$ cat config.mk
export PLATFORM = sky130hd
export DESIGN_NAME = if_id_pipe
export DESIGN_NICKNAME = d
export VERILOG_FILES = /design/src/rtl/if_id_pipe.sv
export SDC_FILE = /design/constraint.sdc
export NUM_CORES = 1
export LEC_CHECK = 0
export ABC_CLOCK_PERIOD_IN_PS = 3100
export CAP_MARGIN = 20
export CORE_UTILIZATION = 30
export CTS_CLUSTER_DIAMETER = 40
export DETAILED_ROUTE_END_ITERATION = 10
export GPL_TIMING_DRIVEN = 1
export PLACE_DENSITY = 0.58
export SKIP_CTS_REPAIR_TIMING = 1
export SLEW_MARGIN = 0
export SYNTH_ARGS = -nofsm -noshare
export SYNTH_HDL_FRONTEND = slang
export SYNTH_SLANG_ARGS = --single-unit
$ cat constraint.sdc
create_clock -name clk -period 3.1 [get_ports clk]
set_clock_uncertainty 0.15 [all_clocks]
set_input_delay 0.775 -clock clk [delete_from_list [all_inputs] [get_ports clk]]
set_output_delay 0.775 -clock clk [all_outputs]
set_load 0.03 [all_outputs]
$ cat src/rtl/if_id_pipe.sv
// IF/ID pipeline register with a 1-entry skid buffer, flush/stall handling,
// a saturating consecutive-stall counter and a sticky fetch-protocol error flag.
module if_id_pipe #(
   parameter int                DATA_W    = 16,
   parameter logic [DATA_W-1:0] NOP_INSTR = DATA_W'(16'h0800),
   parameter int                CNT_W     = 4,
   parameter int                MAX_STALL = 12
) (
   input  logic              clk,
   input  logic              rst,
   input  logic [DATA_W-1:0] instr_in,
   input  logic [DATA_W-1:0] pc_plus2_in,
   input  logic              fetch_valid,
   input  logic              stall_decode,
   input  logic              flush_fetch,
   output logic [DATA_W-1:0] instr_out,
   output logic [DATA_W-1:0] pc_plus2_out,
   output logic              valid_out,
   output logic              fetch_stall,
   output logic [CNT_W-1:0]  stall_cnt,
   output logic              stall_timeout,
   output logic              protocol_err
);

   logic [DATA_W-1:0] r_instr;
   logic [DATA_W-1:0] r_pc;
   logic              r_valid;
   logic [DATA_W-1:0] r_skid_instr;
   logic [DATA_W-1:0] r_skid_pc;
   logic              r_skid_valid;
   logic [CNT_W-1:0]  r_stall_cnt;
   logic              r_err;

   logic              w_capture;
   logic              w_violation;
   logic [CNT_W-1:0]  w_cnt_sat;

   if (MAX_STALL > (2**CNT_W) - 1) begin : g_bad_max_stall
      $error("if_id_pipe: MAX_STALL exceeds the range of the stall counter");
   end

   // A fetch arriving while the skid is occupied is dropped; a flush excuses it.
   assign w_violation = fetch_valid & r_skid_valid & ~flush_fetch;
   assign w_capture   = fetch_valid & ~r_skid_valid;
   assign w_cnt_sat   = (r_stall_cnt == {CNT_W{1'b1}}) ? r_stall_cnt : r_stall_cnt + 1'b1;

   always_ff @(posedge clk or posedge rst) begin
      if (rst) begin
         r_instr      <= NOP_INSTR;
         r_pc         <= '0;
         r_valid      <= 1'b0;
         r_skid_instr <= '0;
         r_skid_pc    <= '0;
         r_skid_valid <= 1'b0;
         r_stall_cnt  <= '0;
         r_err        <= 1'b0;
      end else begin
         if (w_violation) begin
            r_err <= 1'b1;
         end

         if (flush_fetch) begin
            r_instr      <= NOP_INSTR;
            r_pc         <= '0;
            r_valid      <= 1'b0;
            r_skid_valid <= 1'b0;
            r_stall_cnt  <= '0;
         end else if (stall_decode) begin
            if (w_capture) begin
               r_skid_instr <= instr_in;
               r_skid_pc    <= pc_plus2_in;
               r_skid_valid <= 1'b1;
            end
            r_stall_cnt <= w_cnt_sat;
         end else begin
            // Skid drains before any newer fetch to preserve program order.
            if (r_skid_valid) begin
               r_instr      <= r_skid_instr;
               r_pc         <= r_skid_pc;
               r_valid      <= 1'b1;
               r_skid_valid <= 1'b0;
            end else if (fetch_valid) begin
               r_instr <= instr_in;
               r_pc    <= pc_plus2_in;
               r_valid <= 1'b1;
            end else begin
               r_instr <= NOP_INSTR;
               r_valid <= 1'b0;
            end
            r_stall_cnt <= '0;
         end
      end
   end

   assign instr_out     = r_instr;
   assign pc_plus2_out  = r_pc;
   assign valid_out     = r_valid;
   assign fetch_stall   = r_skid_valid;
   assign stall_cnt     = r_stall_cnt;
   assign stall_timeout = (r_stall_cnt >= CNT_W'(MAX_STALL));
   assign protocol_err  = r_err;

endmodule

==> impl_metrics.ini, run 1 <==
[drt]
vias = 2286
wl_per_cell_um = 18.02
routed_wl_mm = 8.217
first_pass_iters = 4
drc_errors = 0
drtIter0Drc = 92
antenna_left = 0
viasPerCell = 5.013

[yosys]
yosysWarnings = 0
synth-seq-cells = 71
synth_top_area_share_pct = 50.93
yosysTopAreaCell = dfrtp_1
yosys-top-cells-count = 70 x dfrtp_1, 30 x mux2_4, 17 x mux2i_1, 17 x nand2b_1, 15 x a221o_1
synth_top_flop_cell = dfrtp_1
syn_area_um2 = 3440
synthTopCellsByArea = dfrtp_1 51%, mux2_4 13%, mux2i_1 4.9%
synthArstFlopShare_pct = 100.0
syn-num-nets = 273
yosysUniqueCellTypes = 40
synth.most_common_cell = dfrtp_1
synth_edf_count = 0
synthCells = 235
yosysSeqAreaShare_pct = 51.69
syn-mean-instance-area_um2 = 14.64

[floorplanning]
die_h_um = 109.1
dieArea_um2 = 11900
start_util_pct = 31.32
rows = 38
io-pin-count = 77
core-area_um2 = 10980
chipWidth_um = 109.1

[clocking]
cts_tree = yes
cts_max_level = 3
clkTransAtPathRegs_ns = 0.06
cts_sinks = 71
cts_max_path_buffers = 2
clk_latency_ns = 0.33
cts_root_buffer = clkbuf_16
numCtsBuffers = 9

[finish]
multi_input_area_um2 = 1488
register_area_um2 = 1779
area_growth_syn_to_layout_pct = 34.49
nNetsFinal = 349
fillers = 1037
final_cell_area_um2 = 4626
drive_gt1_share_pct = 26.27
antennaDiodeCount = 0

[sta]
worst_pin_slew_ns = 0.8763
setup_viol = 0
rsz0062_at_grt = no
post-route-period-util_pct = 81.50
fin_tns_setup_ns = 0
max_freq_mhz = 395.8
maxSlewViolCount = 0
hold_viol_final = 0
max_slew_margin_pct = 41.34
min_period_ns = 2.526
finalWorstSetupSlack_ns = 0.5735

[setup_path]
crit_arrival_ns = 1.60
slowest_delay_ns = 0.66
crit_buf_inv = 1
worstPathRequired_ns = 2.17
timing.critical_path.cells = and2_1 > clkdlybuf4s50_1
cp-end-kind = output pin
crit_type = reg -> out
cp-start-kind = flop
crit_path_max_fanout = 9
cp_slowest_cell = clkdlybuf4s50_1
cp_top_family = buffers and inverters

[global_routing]
grt-ovfl-total = 0
gr-usage-all-layers_pct = 14.95
grt_max_degree = 44
grt_pass1_wl_mm = 13.18
grt_pass1_vias = 2443
antenna_found_initial = 0

[pwr]
power.leakage_nw = 1.906
p_per_area_nw_per_um2 = 588.4
ir_drop_v = 0.0002793

[place]
dpl_cell_area_um2 = 4293
post-place-ws_ns = 0.4389
io_buffers = 76
gp_congestion = 0.6738
place_hpwl_mm = 5.306

[worst_hold_path]
min_path_type = reg -> reg

[run_status]
status = finished, final reports clean

[job]
maxCapViolCount = 0
[final cells by class]
type / instances / area share, %
flip-flops and latches: 71 / 38.46
multi-input cells: 140 / 32.16
repair buffers: 87 / 18.23
clock buffers: 10 / 5.166
well taps: 140 / 3.787
clock inverters: 6 / 2.029
inverters: 2 / 0.1623
[metrics by stage]
step / instances / hold slack [ns] / total power (W) / util (%)
after global routing: 456 / 0.3408 / 0.002839 / 42.12
after global placement: 440 / 0.3038 / 0.001588 / 39.09
final: 456 / 0.3249 / 0.002722 / 42.12
after detailed placement: 440 / 0.3149 / 0.001598 / 39.09
after CTS: 456 / 0.3278 / 0.002759 / 42.12
after floorplan: 235 / 0.3224 / 0.001429 / -
[sequential cells by signal, summed over array words and instances, names as in the netlist]
register	cells
valid_out	1
stall_cnt	4
protocol_err	1
r_skid_pc	16
r_skid_instr	16
pc_plus2_out	16
fetch_stall	1
instr_out	16
[power breakdown]
part	total [W]	internal (W)	switching, W
logic	0.000468	0.000267	0.000202
clock network	0.00114	0.000731	0.000410
registers	0.00111	0.00104	0.0000681
total	0.00272	0.00204	0.000680
[cells in the final DEF, fill, tap and decap left out, types with 2 or more instances in the layout]
cell / netlist / final
clkdlybuf4s50_1: 0 / 76
o32ai_1: 7 / 7
nand3b_1: 2 / 2
buf_4: 4 / 11
nor2b_1: 3 / 3
a221o_1: 15 / 15
and4bb_2: 6 / 7
a31o_2: 2 / 2
mux2i_1: 17 / 17
clkinv_4: 0 / 3
o32ai_2: 9 / 9
mux2_2: 2 / 2
clkbuf_16: 0 / 9
nand2b_1: 17 / 17
dfrtp_1: 70 / 69
nor2_1: 2 / 2
mux2_4: 30 / 30
a21oi_1: 2 / 2
nor4bb_1: 9 / 9
bufinv_16: 0 / 2
[metal layers]
metal	wire length (um)	vias up	part of all wire (%)	GRT usage (%)
met3	351	8	4.3	4.363
met2	3866	57	47	23.18
met5	0	-	0	0
met4	112	0	1.4	5.019
met1	3887	1173	47	19.82
li1	-	1048	-	-
[kinds of logic after synthesis]
logic type	after synthesis	synth area share (%)
AO/OA/AOI/OAI	40	12.37
adder cells (fa/ha/maj)	1	0.3637
buffers and inverters	24	5.056
flip-flops	71	51.69
multiplexers	49	18.70
AND/OR/NAND/NOR	50	11.82
[path summary, 6_finish.rpt]
check,start,endpoint,slack (ns),depth (start not counted)
worst max-delay path,stall_cnt[2],stall_timeout,0.57,2
worst min-delay path,protocol_err,protocol_err,0.32,1
worst max register to register,fetch_stall,instr_out[9],1.05,3
worst min register to register,protocol_err,protocol_err,0.32,1
max in group asynchronous,rst,fetch_stall,1.60,3
min in group asynchronous,rst,stall_cnt[3],0.69,3
No activity file was read; power rests on OpenSTA's default activity.
==> run 2: changes to the inputs <==
- ABC_CLOCK_PERIOD_IN_PS: 3100 -> 2400
- clock period: 3.1 -> 2.4 ns (I/O delays scaled with it)
==> impl_metrics.ini, run 2 (synthesized netlist as in run 1, its figures left out) <==
[clocking]
cts_tree = yes
clkTransAtPathRegs_ns = 0.06
cts_sinks = 71
cts_max_level = 3
cts_root_buffer = clkbuf_16
cts_max_path_buffers = 2
numCtsBuffers = 9
clk_latency_ns = 0.33

[setup_path]
cp-end-kind = output pin
cp_top_family = buffers and inverters
critPathLaunch = instr_out[11]
slowest_delay_ns = 0.69
timing.critical_path.cells = clkdlybuf4s50_1
rrSetupSlack_ns = 0.61
cp-start-kind = flop
crit_type = reg -> out
crit_path_max_fanout = 2
cp_slowest_cell = clkdlybuf4s50_1
crit_arrival_ns = 1.55
worstPathRequired_ns = 1.65
crit_buf_inv = 1
r2r-start = fetch_stall

[floorplanning]
chipWidth_um = 109.1
core-area_um2 = 10980
start_util_pct = 31.32
die_h_um = 109.1
dieArea_um2 = 11900
rows = 38
io-pin-count = 77

[global_routing]
grt_pass1_vias = 2525
grt-ovfl-total = 0
antenna_found_initial = 0
gr-usage-all-layers_pct = 15.04
grt_max_degree = 28
grt_pass1_wl_mm = 13.41

[finish]
area_growth_syn_to_layout_pct = 36.67
antennaDiodeCount = 0
final_cell_mix = 74 x clkdlybuf4s50_1, 69 x dfrtp_1, 30 x mux2_4
final_util_pct = 42.80
fin_cells = 466
nNetsFinal = 359
final_common_cell = clkdlybuf4s50_1
fillers = 1044
drive_gt1_share_pct = 28.83

[drt]
met1Wirelength_mm = 3.918
vias = 2301
wl_per_cell_um = 17.70
route.met3.wl_um = 268
viasPerCell = 4.938
drtIter0Drc = 98
top_layer = met4
first_pass_iters = 4
drc_errors = 0
antenna_left = 0
routed_wl_mm = 8.246
met2WireLength_mm = 3.874

[worst_hold_path]
hp-start = protocol_err
min_path_type = reg -> reg

[pwr]
finalPower_w = 0.003436
power.leakage_nw = 1.961
p_per_area_nw_per_um2 = 730.9
ir_drop_v = 0.0002953

[place]
dp.cells = 450
gp_congestion = 0.7392
io_buffers = 76
place_hpwl_mm = 5.547

[sta]
setup_viol = 0
rsz0062_at_grt = no
maxSlewViolCount = 0
max_slew_margin_pct = 44.74
holdWs_ns = 0.3159
min_period_ns = 2.300
max_freq_mhz = 434.7
post-route-period-util_pct = 95.85
hold_viol_final = 0
worst_pin_slew_ns = 0.8255

[job]
maxCapViolCount = 0

[run_status]
status = finished, final reports clean
==> run 2: per-layer routing <==
layer | global-route usage (%) | vias up
met2 | 23.36 | 55
li1 | - | 1071
met4 | 7.432 | 0
met1 | 20.11 | 1158
met3 | 2.630 | 17
met5 | 0 | -
==> run 2: worst paths after layout <==
check | to | depth (start not counted)
max reg2reg | instr_out[2] | 2
min reg2reg | protocol_err | 1
min in group asynchronous | instr_out[6] | 2
min | protocol_err | 1
max in group asynchronous | instr_out[11] | 3
max | instr_out[11] | 1
==> run 2: where the power goes <==
group / internal [W] / switching [W] / leakage [nW]
registers: 0.00135 / 0.0000895 / 0.901
clock network: 0.000816 / 0.000560 / 0.139
logic: 0.000359 / 0.000263 / 0.921
==> run 2: final cells by class <==
| class | instances | area, um2 | share of cell area, % |
|---|---|---|---|
| sequential | 71 | 1779 | 37.85 |
| multi-input combinational | 140 | 1488 | 31.65 |
| timing repair buffer | 97 | 943.4 | 20.07 |
| clock buffer | 9 | 225.2 | 4.791 |
| tap | 140 | 175.2 | 3.726 |
| clock inverter | 7 | 78.83 | 1.677 |
| inverter | 2 | 11.26 | 0.2396 |
==> run 2: stage by stage <==
step	TNS [ns]	setup WS, ns	instance area, um2
after floorplan	0	0.6939	3443
after global placement	0	0.03148	4394
after detailed placement	-0.2529	-0.02416	4394
after CTS	0	0.03211	4698
after global routing	0	0.07780	4701
final	0	0.09970	4701
==> run 3: changes to the inputs <==
- CTS_BUF_LIST: not set -> sky130_fd_sc_hd__clkbuf_2 sky130_fd_sc_hd__clkbuf_4 sky130_fd_sc_hd__clkbuf_8
==> impl_metrics.ini, run 3 (synthesized netlist as in run 1, its figures left out) <==
[sta]
holdWs_ns = 0.3213
max_slew_margin_pct = 44.72
worst_pin_slew_ns = 0.8257
maxSlewViolCount = 0
setup_viol = 0
rsz0062_at_grt = no
post-route-period-util_pct = 96.99
hold_viol_final = 0
max_freq_mhz = 429.6
min_period_ns = 2.328
finalWorstSetupSlack_ns = 0.07235

[finish]
fin_cells = 466
antennaDiodeCount = 0
area_growth_syn_to_layout_pct = 33.72
final_common_cell = clkdlybuf4s50_1
fillers = 1055
register_area_um2 = 1779
nNetsFinal = 359
final_cell_mix = 74 x clkdlybuf4s50_1, 69 x dfrtp_1, 30 x mux2_4
final_cell_area_um2 = 4599
multi_input_area_um2 = 1488
drive_gt1_share_pct = 28.83

[place]
gp_congestion = 0.7392
place_hpwl_mm = 5.547
io_buffers = 76
dp.cells = 450
dpl_cell_area_um2 = 4394
post-place-ws_ns = -0.02416

[global_routing]
grt_pass1_vias = 2501
grt_max_degree = 28
antenna_found_initial = 0
grt_pass1_wl_mm = 13.33
gr-usage-all-layers_pct = 14.97
grt-ovfl-total = 0

[drt]
met1Wirelength_mm = 3.853
wl_per_cell_um = 17.64
top_layer = met4
drtIter0Drc = 88
vias = 2308
first_pass_iters = 6
met2WireLength_mm = 3.900
antenna_left = 0
viasPerCell = 4.953
routed_wl_mm = 8.221
drc_errors = 0
route.met3.wl_um = 316

[setup_path]
cp_top_family = buffers and inverters
slowest_delay_ns = 0.69
cp_slowest_cell = clkdlybuf4s50_1
crit_path_max_fanout = 2
cp-start-kind = flop
worstPathRequired_ns = 1.65
r2r-end = instr_out[4]
crit_buf_inv = 1
rrSetupSlack_ns = 0.60
timing.critical_path.cells = clkdlybuf4s50_1
r2r-start = fetch_stall
crit_arrival_ns = 1.58
worstRegToRegCells = 2
path_depth = 1
crit_type = reg -> out
cp-end-kind = output pin
critPathLaunch = instr_out[11]
cp-endpoint = instr_out[11]

[pwr]
ir_drop_v = 0.0002511
p_int_w = 0.002197
p_sw_share_pct = 28.33
clockPowerShare_pct = 32.9
power.leakage_nw = 1.914
comb_power_share_pct = 20.3
power_frac_seq_pct = 46.8
p_switching_w = 0.0008682
p_per_area_nw_per_um2 = 666.3

[clocking]
cts_max_path_buffers = 2
clk_latency_ns = 0.35
clkTransAtPathRegs_ns = 0.08
cts_tree = yes
cts_sinks = 71
numCtsBuffers = 9
cts_root_buffer = clkbuf_8
cts_max_level = 3

[floorplanning]
io-pin-count = 77
start_util_pct = 31.32
die_h_um = 109.1
rows = 38
chipWidth_um = 109.1
core-area_um2 = 10980
dieArea_um2 = 11900

[job]
maxCapViolCount = 0

[run_status]
status = finished, final reports clean

[worst_hold_path]
min_path_type = reg -> reg
hp-start = protocol_err
run 3: cell type report:
| type | count | area share, % |
|---|---|---|
| Sequential cell | 71 | 38.68 |
| Timing Repair Buffer | 97 | 20.51 |
| Clock inverter | 7 | 1.714 |
| Multi-Input combinational cell | 140 | 32.35 |
| Inverter | 2 | 0.2448 |
| Tap cell | 140 | 3.808 |
| Clock buffer | 9 | 2.693 |
run 3: worst min path at each step:
stage               cells past startpoint          endpoint  slack, ns
finish                                  1      protocol_err       0.32
global route                            1      protocol_err       0.35
floorplan                               1  r_skid_instr[15]       0.32
CTS                                     1      protocol_err       0.32
detailed placement                      1      protocol_err       0.30
global placement                        1      protocol_err       0.30
run 3: power groups by stage:
stage                     logic, W  clock network (W)  registers, W
final                     0.000622            0.00101       0.00144
after floorplan           0.000344                  0       0.00150
after detailed placement  0.000627                  0       0.00146
after CTS                 0.000631            0.00103       0.00144
after global placement    0.000619                  0       0.00145
after global routing      0.000666            0.00109       0.00145
run 3: metrics by stage:
step	TNS (ns)	power, W	utilization [%]
detailed placement	-0.2529	0.002083	40.01
finish	0	0.003065	41.88
CTS	0	0.003102	41.85
global route	0	0.003211	41.88
floorplan	0	0.001846	-
global placement	0	0.002071	40.01
run 3: worst reg2reg max path, stage by stage (launching register included):
cell and delay (ns):
dfrtp_2 0.53, nor4b_4 0.80, a221o_1 0.26
run 3: metal layers:
layer	track usage [%]	vias to the layer above
li1	-	1071
met1	20.11	1159
met2	23.14	64
met3	3.706	14
met4	5.695	0
met5	0	-
